## config.mk

```make
export PLATFORM = sky130hd
export DESIGN_NAME = pio_cmd_bridge
export DESIGN_NICKNAME = d
export VERILOG_FILES = /design/src/rtl/pio_pkg.sv /design/src/rtl/pio_cmd_bridge.sv
export SDC_FILE = /design/constraint.sdc
export NUM_CORES = 1
export LEC_CHECK = 0
export ABC_AREA = 1
export CAP_MARGIN = 40
export CORE_MARGIN = 2
export CORE_UTILIZATION = 35
export DETAILED_ROUTE_END_ITERATION = 7
export MAX_ROUTING_LAYER = met4
export PLACE_DENSITY = 0.65
export SYNTH_ARGS = -nofsm -noshare
export SYNTH_HDL_FRONTEND = slang
export SYNTH_SLANG_ARGS = --single-unit
export TNS_END_PERCENT = 20
```

## constraint.sdc

```tcl
create_clock -name clk -period 2 [get_ports clk]
set_input_delay 0.4 -clock clk [delete_from_list [all_inputs] [get_ports clk]]
set_output_delay 0.4 -clock clk [all_outputs]
set_load 0.03 [all_outputs]
```

## src/rtl/pio_pkg.sv

```systemverilog
// Shared definitions for the PIO host command bridge: action codes, frame size, bridge FSM states.
package pio_pkg;

    localparam logic [3:0] ACT_NOP     = 4'd0;
    localparam logic [3:0] ACT_INSTR   = 4'd1;
    localparam logic [3:0] ACT_PEND    = 4'd2;
    localparam logic [3:0] ACT_PULL    = 4'd3;
    localparam logic [3:0] ACT_PUSH    = 4'd4;
    localparam logic [3:0] ACT_PINS    = 4'd5;
    localparam logic [3:0] ACT_EN      = 4'd6;
    localparam logic [3:0] ACT_DIV     = 4'd7;
    localparam logic [3:0] ACT_SIDESET = 4'd8;
    localparam logic [3:0] ACT_IMM     = 4'd9;
    localparam logic [3:0] ACT_JMPPIN  = 4'd10;
    localparam logic [3:0] ACT_READ    = 4'd11;

    localparam int FRAME_BYTES = 6;

    typedef enum logic [2:0] {
        ST_IDLE,
        ST_HDR,
        ST_DATA,
        ST_ISSUE,
        ST_TX
    } bridge_state_t;

    // Opcodes that become a one-cycle strobe on the PIO config port.
    function automatic logic is_fwd(input logic [3:0] op);
        return (op >= ACT_INSTR) && (op <= ACT_JMPPIN);
    endfunction

endpackage

```

## src/rtl/pio_cmd_bridge.sv

```systemverilog
// Assembles 6-byte host frames into PIO action strobes; READ frames return pio_dout as 4 TX bytes.
// Strobe one cycle after the last frame byte; TX waits indefinitely on tx_ready, RX stalls while busy issuing/sending.
module pio_cmd_bridge
    import pio_pkg::*;
#(
    parameter int TIMEOUT_CYCLES = 100000
) (
    input  logic        clk,
    input  logic        reset,
    input  logic        rx_valid,
    input  logic [7:0]  rx_data,
    output logic        rx_ready,
    output logic        tx_valid,
    output logic [7:0]  tx_data,
    input  logic        tx_ready,
    output logic [1:0]  pio_mindex,
    output logic [4:0]  pio_index,
    output logic [31:0] pio_din,
    output logic [3:0]  pio_action,
    input  logic [31:0] pio_dout,
    output logic        busy,
    output logic        frame_err
);

    localparam int TW = (TIMEOUT_CYCLES > 2) ? $clog2(TIMEOUT_CYCLES) : 1;
    localparam logic [TW-1:0] TMO_LIMIT = (TIMEOUT_CYCLES > 0) ? TW'(TIMEOUT_CYCLES - 1) : '0;
    localparam logic TMO_EN = (TIMEOUT_CYCLES != 0);

    bridge_state_t state, state_nxt;

    logic [3:0]    op_q;
    logic [1:0]    mindex_q;
    logic [4:0]    index_q;
    logic [31:0]   din_q;
    logic [1:0]    byte_cnt;
    logic [TW-1:0] tmo_cnt;
    logic [31:0]   tx_sh;
    logic [1:0]    tx_cnt;
    logic          tmo_hit;

    // In HDR/DATA rx_ready is 1, so rx_valid alone means a transfer this cycle.
    assign tmo_hit = TMO_EN && ((state == ST_HDR) || (state == ST_DATA))
                     && !rx_valid && (tmo_cnt == TMO_LIMIT);

    always_comb begin
        state_nxt  = state;
        rx_ready   = 1'b0;
        tx_valid   = 1'b0;
        pio_action = ACT_NOP;
        frame_err  = 1'b0;
        case (state)
            ST_IDLE: begin
                rx_ready = 1'b1;
                if (rx_valid) state_nxt = ST_HDR;
            end
            ST_HDR: begin
                rx_ready = 1'b1;
                if (rx_valid) begin
                    state_nxt = ST_DATA;
                end else if (tmo_hit) begin
                    frame_err = 1'b1;
                    state_nxt = ST_IDLE;
                end
            end
            ST_DATA: begin
                rx_ready = 1'b1;
                if (rx_valid) begin
                    if (byte_cnt == 2'd3) state_nxt = ST_ISSUE;
                end else if (tmo_hit) begin
                    frame_err = 1'b1;
                    state_nxt = ST_IDLE;
                end
            end
            ST_ISSUE: begin
                if (is_fwd(op_q))        pio_action = op_q;
                else if (op_q > ACT_READ) frame_err = 1'b1;
                state_nxt = (op_q == ACT_READ) ? ST_TX : ST_IDLE;
            end
            ST_TX: begin
                tx_valid = 1'b1;
                if (tx_ready && (tx_cnt == 2'd3)) state_nxt = ST_IDLE;
            end
            default: state_nxt = ST_IDLE;
        endcase
        if (reset) begin
            rx_ready   = 1'b0;
            tx_valid   = 1'b0;
            pio_action = ACT_NOP;
            frame_err  = 1'b0;
            state_nxt  = ST_IDLE;
        end
    end

    assign busy    = !reset && (state != ST_IDLE);
    assign tx_data = (!reset && (state == ST_TX)) ? tx_sh[7:0] : 8'h00;

    always_ff @(posedge clk) begin
        if (reset) begin
            state      <= ST_IDLE;
            op_q       <= ACT_NOP;
            mindex_q   <= '0;
            index_q    <= '0;
            din_q      <= '0;
            byte_cnt   <= '0;
            tmo_cnt    <= '0;
            tx_sh      <= '0;
            tx_cnt     <= '0;
            pio_mindex <= '0;
            pio_index  <= '0;
            pio_din    <= '0;
        end else begin
            state <= state_nxt;
            case (state)
                ST_IDLE: begin
                    tmo_cnt <= '0;
                    if (rx_valid) begin
                        op_q     <= rx_data[7:4];
                        mindex_q <= rx_data[3:2];
                    end
                end
                ST_HDR, ST_DATA: begin
                    if (rx_valid) begin
                        tmo_cnt <= '0;
                        if (state == ST_HDR) begin
                            index_q  <= rx_data[4:0];
                            byte_cnt <= '0;
                        end else begin
                            din_q[{byte_cnt, 3'b000} +: 8] <= rx_data;
                            byte_cnt <= byte_cnt + 2'd1;
                            // Only forwarded commands move the PIO-facing registers.
                            if ((byte_cnt == 2'd3) && is_fwd(op_q)) begin
                                pio_mindex <= mindex_q;
                                pio_index  <= index_q;
                                pio_din    <= {rx_data, din_q[23:0]};
                            end
                        end
                    end else if (tmo_hit) begin
                        tmo_cnt <= '0;
                    end else begin
                        tmo_cnt <= tmo_cnt + 1'b1;
                    end
                end
                ST_ISSUE: begin
                    tmo_cnt <= '0;
                    if (op_q == ACT_READ) begin
                        tx_sh  <= pio_dout;
                        tx_cnt <= '0;
                    end
                end
                ST_TX: begin
                    if (tx_ready) begin
                        tx_sh  <= {8'h00, tx_sh[31:8]};
                        tx_cnt <= tx_cnt + 2'd1;
                    end
                end
                default: tmo_cnt <= '0;
            endcase
        end
    end

endmodule

```

Word-level counts from Yosys, hierarchy flattened
Cells that the tools add are included.
{"block": "totals", "out_inout_bits": 55, "elab_cells": 90, "regBits": 138}
{"block": "op_classes", "eq_ne": 13, "reduce_logical": 22, "n_mux": 33, "bitwise_logic": 1, "n_lt_le_gt_ge": 3, "add_sub_neg": 4, "n_shift": 2}
{"op": "two-way mux 32 bit", "count": 2}
{"op": "one-hot mux 32 bit (2 select lines)", "count": 1}
{"op": "two-way mux 17 bit", "count": 2}
{"op": "one-hot mux 17 bit (2 select lines)", "count": 1}
{"op": "bitwise mux 32 bit", "count": 1}
{"op": "variable shift 8 x 7 -> 32 bit (first input constant)", "count": 1}
{"op": "variable part select 8 x 7 -> 32 bit", "count": 1}
{"op": "two-way mux 3 bit", "count": 7}
{"op": "adder 17 x 1 -> 17 bit (second input constant)", "count": 1}
{"op": "== test 17 bit (second input constant)", "count": 1}
{"op": "one-hot mux 3 bit (5 select lines)", "count": 1}
{"op": "two-way mux 4 bit", "count": 3}
{"op": "AND reduction 3 bit", "count": 4}
{"op": "two-way mux 1 bit", "count": 9}
{"op": "two-way mux 8 bit", "count": 1}
{"op": "inequality test 2 bit (second input constant)", "count": 4}
{"op": "logical AND 1 bit", "count": 7}
{"op": "negation 5 -> 7 bit", "count": 1}
{"op": "== test 3 x 2 -> 1 bit (second input constant)", "count": 2}
{"op": "two-way mux 2 bit", "count": 3}
{"op": "adder 2 x 1 -> 2 bit (second input constant)", "count": 2}
{"op": "== test 2 bit (second input constant)", "count": 2}
{"op": "== test 4 bit (second input constant)", "count": 1}
{"op": ">= comparator 4 x 1 -> 1 bit (second input constant)", "count": 1}
{"op": "17 further kinds", "count": 19}

Logic depth before layout (Yosys ltp)
{"block": "logic_depth", "depth_word": 8, "ltp_mapped": 11, "mapped_depth_nobuf": 10}

Least setup slack after synthesis
No wires, ideal clock.
{"block": "synth_timing", "kind": "input to output", "startpoint": "in reset", "endpoint": "out pio_action[0]", "path_buffers": 2, "required_ns": 1.600, "path_slack_ns": -0.133, "t_arrival_ns": 1.733, "cell_stages": 5, "cell_sequence": "clkbuf_1 -> inv_1 -> clkbuf_1 -> nand2_1 -> nor3_1"}
{"block": "synth_via", "elab_chain_len": 1}
{"element": "start: declaration", "line": "pio_cmd_bridge.sv:9", "rtl": "input logic reset,"}
{"element": "two-way mux 4 bit", "line": "pio_cmd_bridge.sv:85", "rtl": "if (reset) begin"}
{"element": "end: declaration", "line": "pio_cmd_bridge.sv:19", "rtl": "output logic [3:0] pio_action,"}
No other way between the ends.

Final worst setup path
{"block": "layout_timing", "startpoint": "reg tmo_cnt[1]", "endpoint": "out frame_err"}
{"block": "layout_via", "elab_chain_len": 6}
{"element": "start: declaration", "line": "pio_cmd_bridge.sv:36", "rtl": "logic [TW-1:0] tmo_cnt;"}
{"element": "start signal: assignment", "line": "pio_cmd_bridge.sv:140", "rtl": "tmo_cnt <= tmo_cnt + 1'b1;"}
{"element": "== test 17 bit", "line": "pio_cmd_bridge.sv:43", "rtl": "&& !rx_valid && (tmo_cnt == TMO_LIMIT);"}
{"element": "logical AND 1 bit", "line": "pio_cmd_bridge.sv:43"}
{"element": "two-way mux 1 bit", "line": "pio_cmd_bridge.sv:60, pio_cmd_bridge.sv:69"}
{"element": "two-way mux 1 bit", "line": "pio_cmd_bridge.sv:67", "rtl": "if (rx_valid) begin"}
{"element": "one-hot mux 1 bit (2 select lines)", "line": "pio_cmd_bridge.sv:51", "rtl": "case (state)"}
{"element": "two-way mux 1 bit", "line": "pio_cmd_bridge.sv:85"}
{"element": "end: declaration", "line": "pio_cmd_bridge.sv:22", "rtl": "output logic frame_err"}
No other way between the ends.

==> Implementation_results.wiki <==
{| class="wikitable"
! Metric !! Value
|-
| TritonCTS clock tree || done
|-
| CP arrival || 1.63 ns
|-
| Dominant delay contributor by cell family on the critical path || flip-flops
|-
| Buffers plus inverters on the worst setup path || 2
|-
| Layout cells sized above 1 || 12.0%
|-
| GR Overflow Total || 0
|-
| Biggest area contributors in the synthesized netlist || sky130_fd_sc_hd__dfxtp_1, sky130_fd_sc_hd__nand2_1, sky130_fd_sc_hd__a21oi_1
|-
| Total routed wirelength || 14500 microns
|-
| Period minus WS final || 2.03 ns
|-
| DRC violations left || 0
|-
| Number of fill cells || 1597
|-
| Peak VDD IR || 702 uV
|-
| Yosys warning total || 0
|-
| Critical path, cell by cell || ha_4 > nand2_2 > inv_2 > nand2_2 > nor2_4 > nand3_2 > a21oi_2 > buf_6
|-
| Area of the core || 15800 sq um
|-
| Worst Setup SP || tmo_cnt[1]$_SDFFE_PP0N_
|-
| Final std cells w/o fill || 1123
|-
| Measured slew at the worst slew-check pin || 0.784 ns
|-
| Placed cells || 1088
|-
| Leakage power summed over all cells || 2.78 nW
|-
| Final setup fails || 3
|-
| Number of DRC violations after detailed-routing iteration 0 || 266
|-
| RSZ-0062 raised after global routing || true
|-
| Count of flip-flops with a built-in enable after synthesis || 0
|-
| Post-route clock period utilization || 102%
|-
| CTS Root Cell || sky130_fd_sc_hd__clkbuf_16
|-
| Worst path slowest cell || sky130_fd_sc_hd__dfxtp_4
|-
| Path class of the lowest-slack min-delay path || input pin to flop
|-
| Die Width || 131 microns
|-
| Area fraction in and, or, nand and nor cells after synthesis || 27.5%
|-
| Commonest cells in the netlist || sky130_fd_sc_hd__nand2_1, sky130_fd_sc_hd__dfxtp_1, sky130_fd_sc_hd__a21oi_1
|-
| Combinational family with the most area after synthesis || simple AND/OR/NAND/NOR gates
|-
| Worst-case setup margin in the final layout || -0.0349 ns
|-
| Run status || complete, but fails checks
|-
| Type of the setup path with the least slack || flop to output pin
|-
| Uppermost metal layer occupied by signal nets || met4
|-
| Port buffer count || 98
|-
| Proportion of synthesized area in mux cells || 0%
|-
| Max-slew headroom at the worst pin || 47.7%
|-
| Length of routed met3 wiring || 518 microns
|-
| Global-route wire length before repair || 22900 microns
|-
| Gp weighted congestion || 0.869
|-
| Crit-path max cell delay || 0.36 ns
|-
| Placement-stage worst setup slack || 0.0583 ns
|-
| Flip-flop cell with the highest count after synthesis || sky130_fd_sc_hd__dfxtp_1
|-
| Final antenna-violating net count || 0
|-
| Final net count || 947
|-
| # clock sinks || 130
|-
| Post-synthesis sequential element count || 130
|-
| Fraction of post-synthesis cell area in the top cell type by area || 46.2%
|-
| Crit. End Element || output pin
|-
| Number of top-level pins || 99
|-
| Startpoint of the lowest-slack register-to-register path || state[0]$_SDFFE_PP0P_
|-
| Met2 wirelength from detailed routing || 6940 microns
|-
| Clock input transition at the sequential cells of the worst setup and hold paths || 0.05 ns
|-
| Final Skew || 0.0118 ns
|-
| Initial Util || 35.6%
|-
| H-tree level count || 4
|-
| Post-Synth Adder-Cell Area || 1.55%
|-
| Critical Path Fanout Max || 3
|-
| Failing checks || setup timing
|-
| Via count of the first global-routing pass || 4943
|-
| Achievable clock frequency || 491 MHz
|-
| Number of max-slew violations in the final report || 0
|-
| Metal1 wirelength || 6930 microns
|-
| Number of clock buffers inserted by TritonCTS || 17
|-
| Mapped Cells || 795
|-
| Asr flop ratio synth || 0%
|-
| Sort of element at the start of the critical path || flop
|-
| Detailed-routing iteration count for the pre-antenna-repair pass || 5
|-
| Max-cap violation count || 0
|-
| Post-synthesis cell area || 5630 sq um
|-
| Hold path startpoint || reset
|-
| Net count after synthesis || 846
|-
| Detailed Place HPWL || 9830 microns
|-
| Via density per instance || 4.71
|-
| Per-cell routed wire length || 12.9 microns
|-
| Distinct cell type count of the synthesized netlist || 27
|-
| Number of antenna violations at the first check in global routing || 0
|-
| # diodes || 0
|-
| Sequential standard cell area || 2620 sq um
|-
| Number of rows in the core area || 46
|-
| Largest net degree at the start of global routing || 76
|-
| Most common cell in the synthesized netlist || sky130_fd_sc_hd__nand2_1
|-
| Chip height || 131 microns
|-
| Synth Area in Compound Gates || 15.4%
|-
| Clock Latency Late Sink || 0.41 ns
|-
| Tot GR Track Use || 17.2%
|-
| Final hold violations || 0
|-
| Post-synthesis sequential area ratio || 46.2%
|-
| Via Count || 5291
|-
| Area added between synthesis and finish || 35.4%
|-
| Power Density || 829 nW/um^2
|-
| Area occupied by multi-input gates || 2680 sq um
|-
| Biggest area consumer among synthesized cells || sky130_fd_sc_hd__dfxtp_1
|-
| Average cell area after synthesis || 7.09 sq um
|-
| Xor/xnor cell area share of the yosys netlist || 0.933%
|-
| Number of buffers on the longest clock path || 2
|-
| Die ar. || 17100 sq um
|-
| Most common cell type on the critical path || sky130_fd_sc_hd__nand2_2
|-
| Required time of the worst setup path || 1.60 ns
|}
[logic make-up after synthesis]
| logic type | after synthesis |
|---|---|
| AND/OR/NAND/NOR | 367 |
| buffers and inverters | 113 |
| flip-flops | 130 |
| AO/OA/AOI/OAI | 172 |
| adder cells (fa/ha/maj) | 7 |
| XOR/XNOR | 6 |
[report_power, final]
group	internal (mW)	total, mW	switching, mW
registers	2.62	2.65	0.0271
clock network	2.17	3.21	1.04
logic	0.179	0.463	0.283
total	4.97	6.32	1.35
[layout by cell type, fill, tap and decap left out, types with 2 or more instances in the layout]
cell type                         instances
sky130_fd_sc_hd__inv_1                   57
sky130_fd_sc_hd__a21oi_1                111
sky130_fd_sc_hd__nand4_1                 13
sky130_fd_sc_hd__nand3_4                  2
sky130_fd_sc_hd__nand2_1                194
sky130_fd_sc_hd__nor2_2                   4
sky130_fd_sc_hd__ha_1                     6
sky130_fd_sc_hd__clkdlybuf4s50_1         81
sky130_fd_sc_hd__inv_2                    6
sky130_fd_sc_hd__dfxtp_2                  4
sky130_fd_sc_hd__dfxtp_1                123
sky130_fd_sc_hd__xnor2_1                  3
sky130_fd_sc_hd__dfxtp_4                  3
sky130_fd_sc_hd__clkbuf_16               17
sky130_fd_sc_hd__buf_6                    5
sky130_fd_sc_hd__clkinv_1                 2
sky130_fd_sc_hd__buf_4                   39
sky130_fd_sc_hd__nor2_4                   3
sky130_fd_sc_hd__nand3_1                 70
sky130_fd_sc_hd__nor3_1                   8
sky130_fd_sc_hd__a31oi_1                  2
sky130_fd_sc_hd__clkbuf_8                 3
sky130_fd_sc_hd__nor2_1                  63
sky130_fd_sc_hd__nor3_4                   4
sky130_fd_sc_hd__xor2_1                   3
sky130_fd_sc_hd__clkbuf_1                 5
sky130_fd_sc_hd__nand2_2                  3
sky130_fd_sc_hd__o21ai_0                 54
sky130_fd_sc_hd__bufinv_16                4
[worst paths after layout]
path | to | slack (ns) | depth (start not counted)
setup / recovery | frame_err | -0.03 | 8
hold / removal | state[0]$_SDFFE_PP0P_ | 0.32 | 2
setup reg to reg | tx_sh[19]$_SDFFE_PP0P_ | 0.16 | 10
hold reg to reg | tx_sh[20]$_SDFFE_PP0P_ | 0.45 | 2
[state kept, by name, indices dropped and copies added (netlist names)]
register    cells
tx_cnt          2
state           3
index_q         5
mindex_q        2
tmo_cnt        17
op_q            4
byte_cnt        2
din_q          24
pio_din        32
pio_mindex      2
pio_index       5
tx_sh          32
[metal layers]
layer,track usage (%),vias to the layer above
met2,28.6,99
met5,-,-
met3,4.40,10
li1,-,2802
met1,21.1,2380
met4,4.26,0
[per-stage QoR]
| step | hold slack [ns] | total power [mW] | cell area [sq um] | util, % | TNS, ns |
|---|---|---|---|---|---|
| 3_3_place_gp | 0.439 | 3.13 | 6820 | 43.1 | 0 |
| 5_1_grt | 0.315 | 6.55 | 7630 | 48.2 | -0.420 |
| 2_1_floorplan | 0.429 | 2.94 | 5630 | - | -0.856 |
| 6_report | 0.320 | 6.32 | 7630 | 48.2 | -0.0603 |
| 4_1_cts | 0.305 | 6.36 | 7480 | 47.2 | -0.474 |
| 3_5_place_dp | 0.444 | 3.13 | 6820 | 43.1 | 0 |
[timing repair]
item | 4_1_cts | 5_1_grt
gates resized for setup | 16 | 37
endpoints found under the setup margin | 15 | 16
hold buffers | 0 | 0
setup buffers | 0 | 5
pin swaps | 1 | 8
[final cells by class]
cell class | count | share of cell area (%)
tap | 216 | 3.54
sequential | 130 | 34.3
multi-input combinational | 552 | 35.2
timing repair buffer | 128 | 15.6
clock buffer | 25 | 6.36
inverter | 67 | 3.39
clock inverter | 5 | 1.64
(Power assumes the default switching activity.)
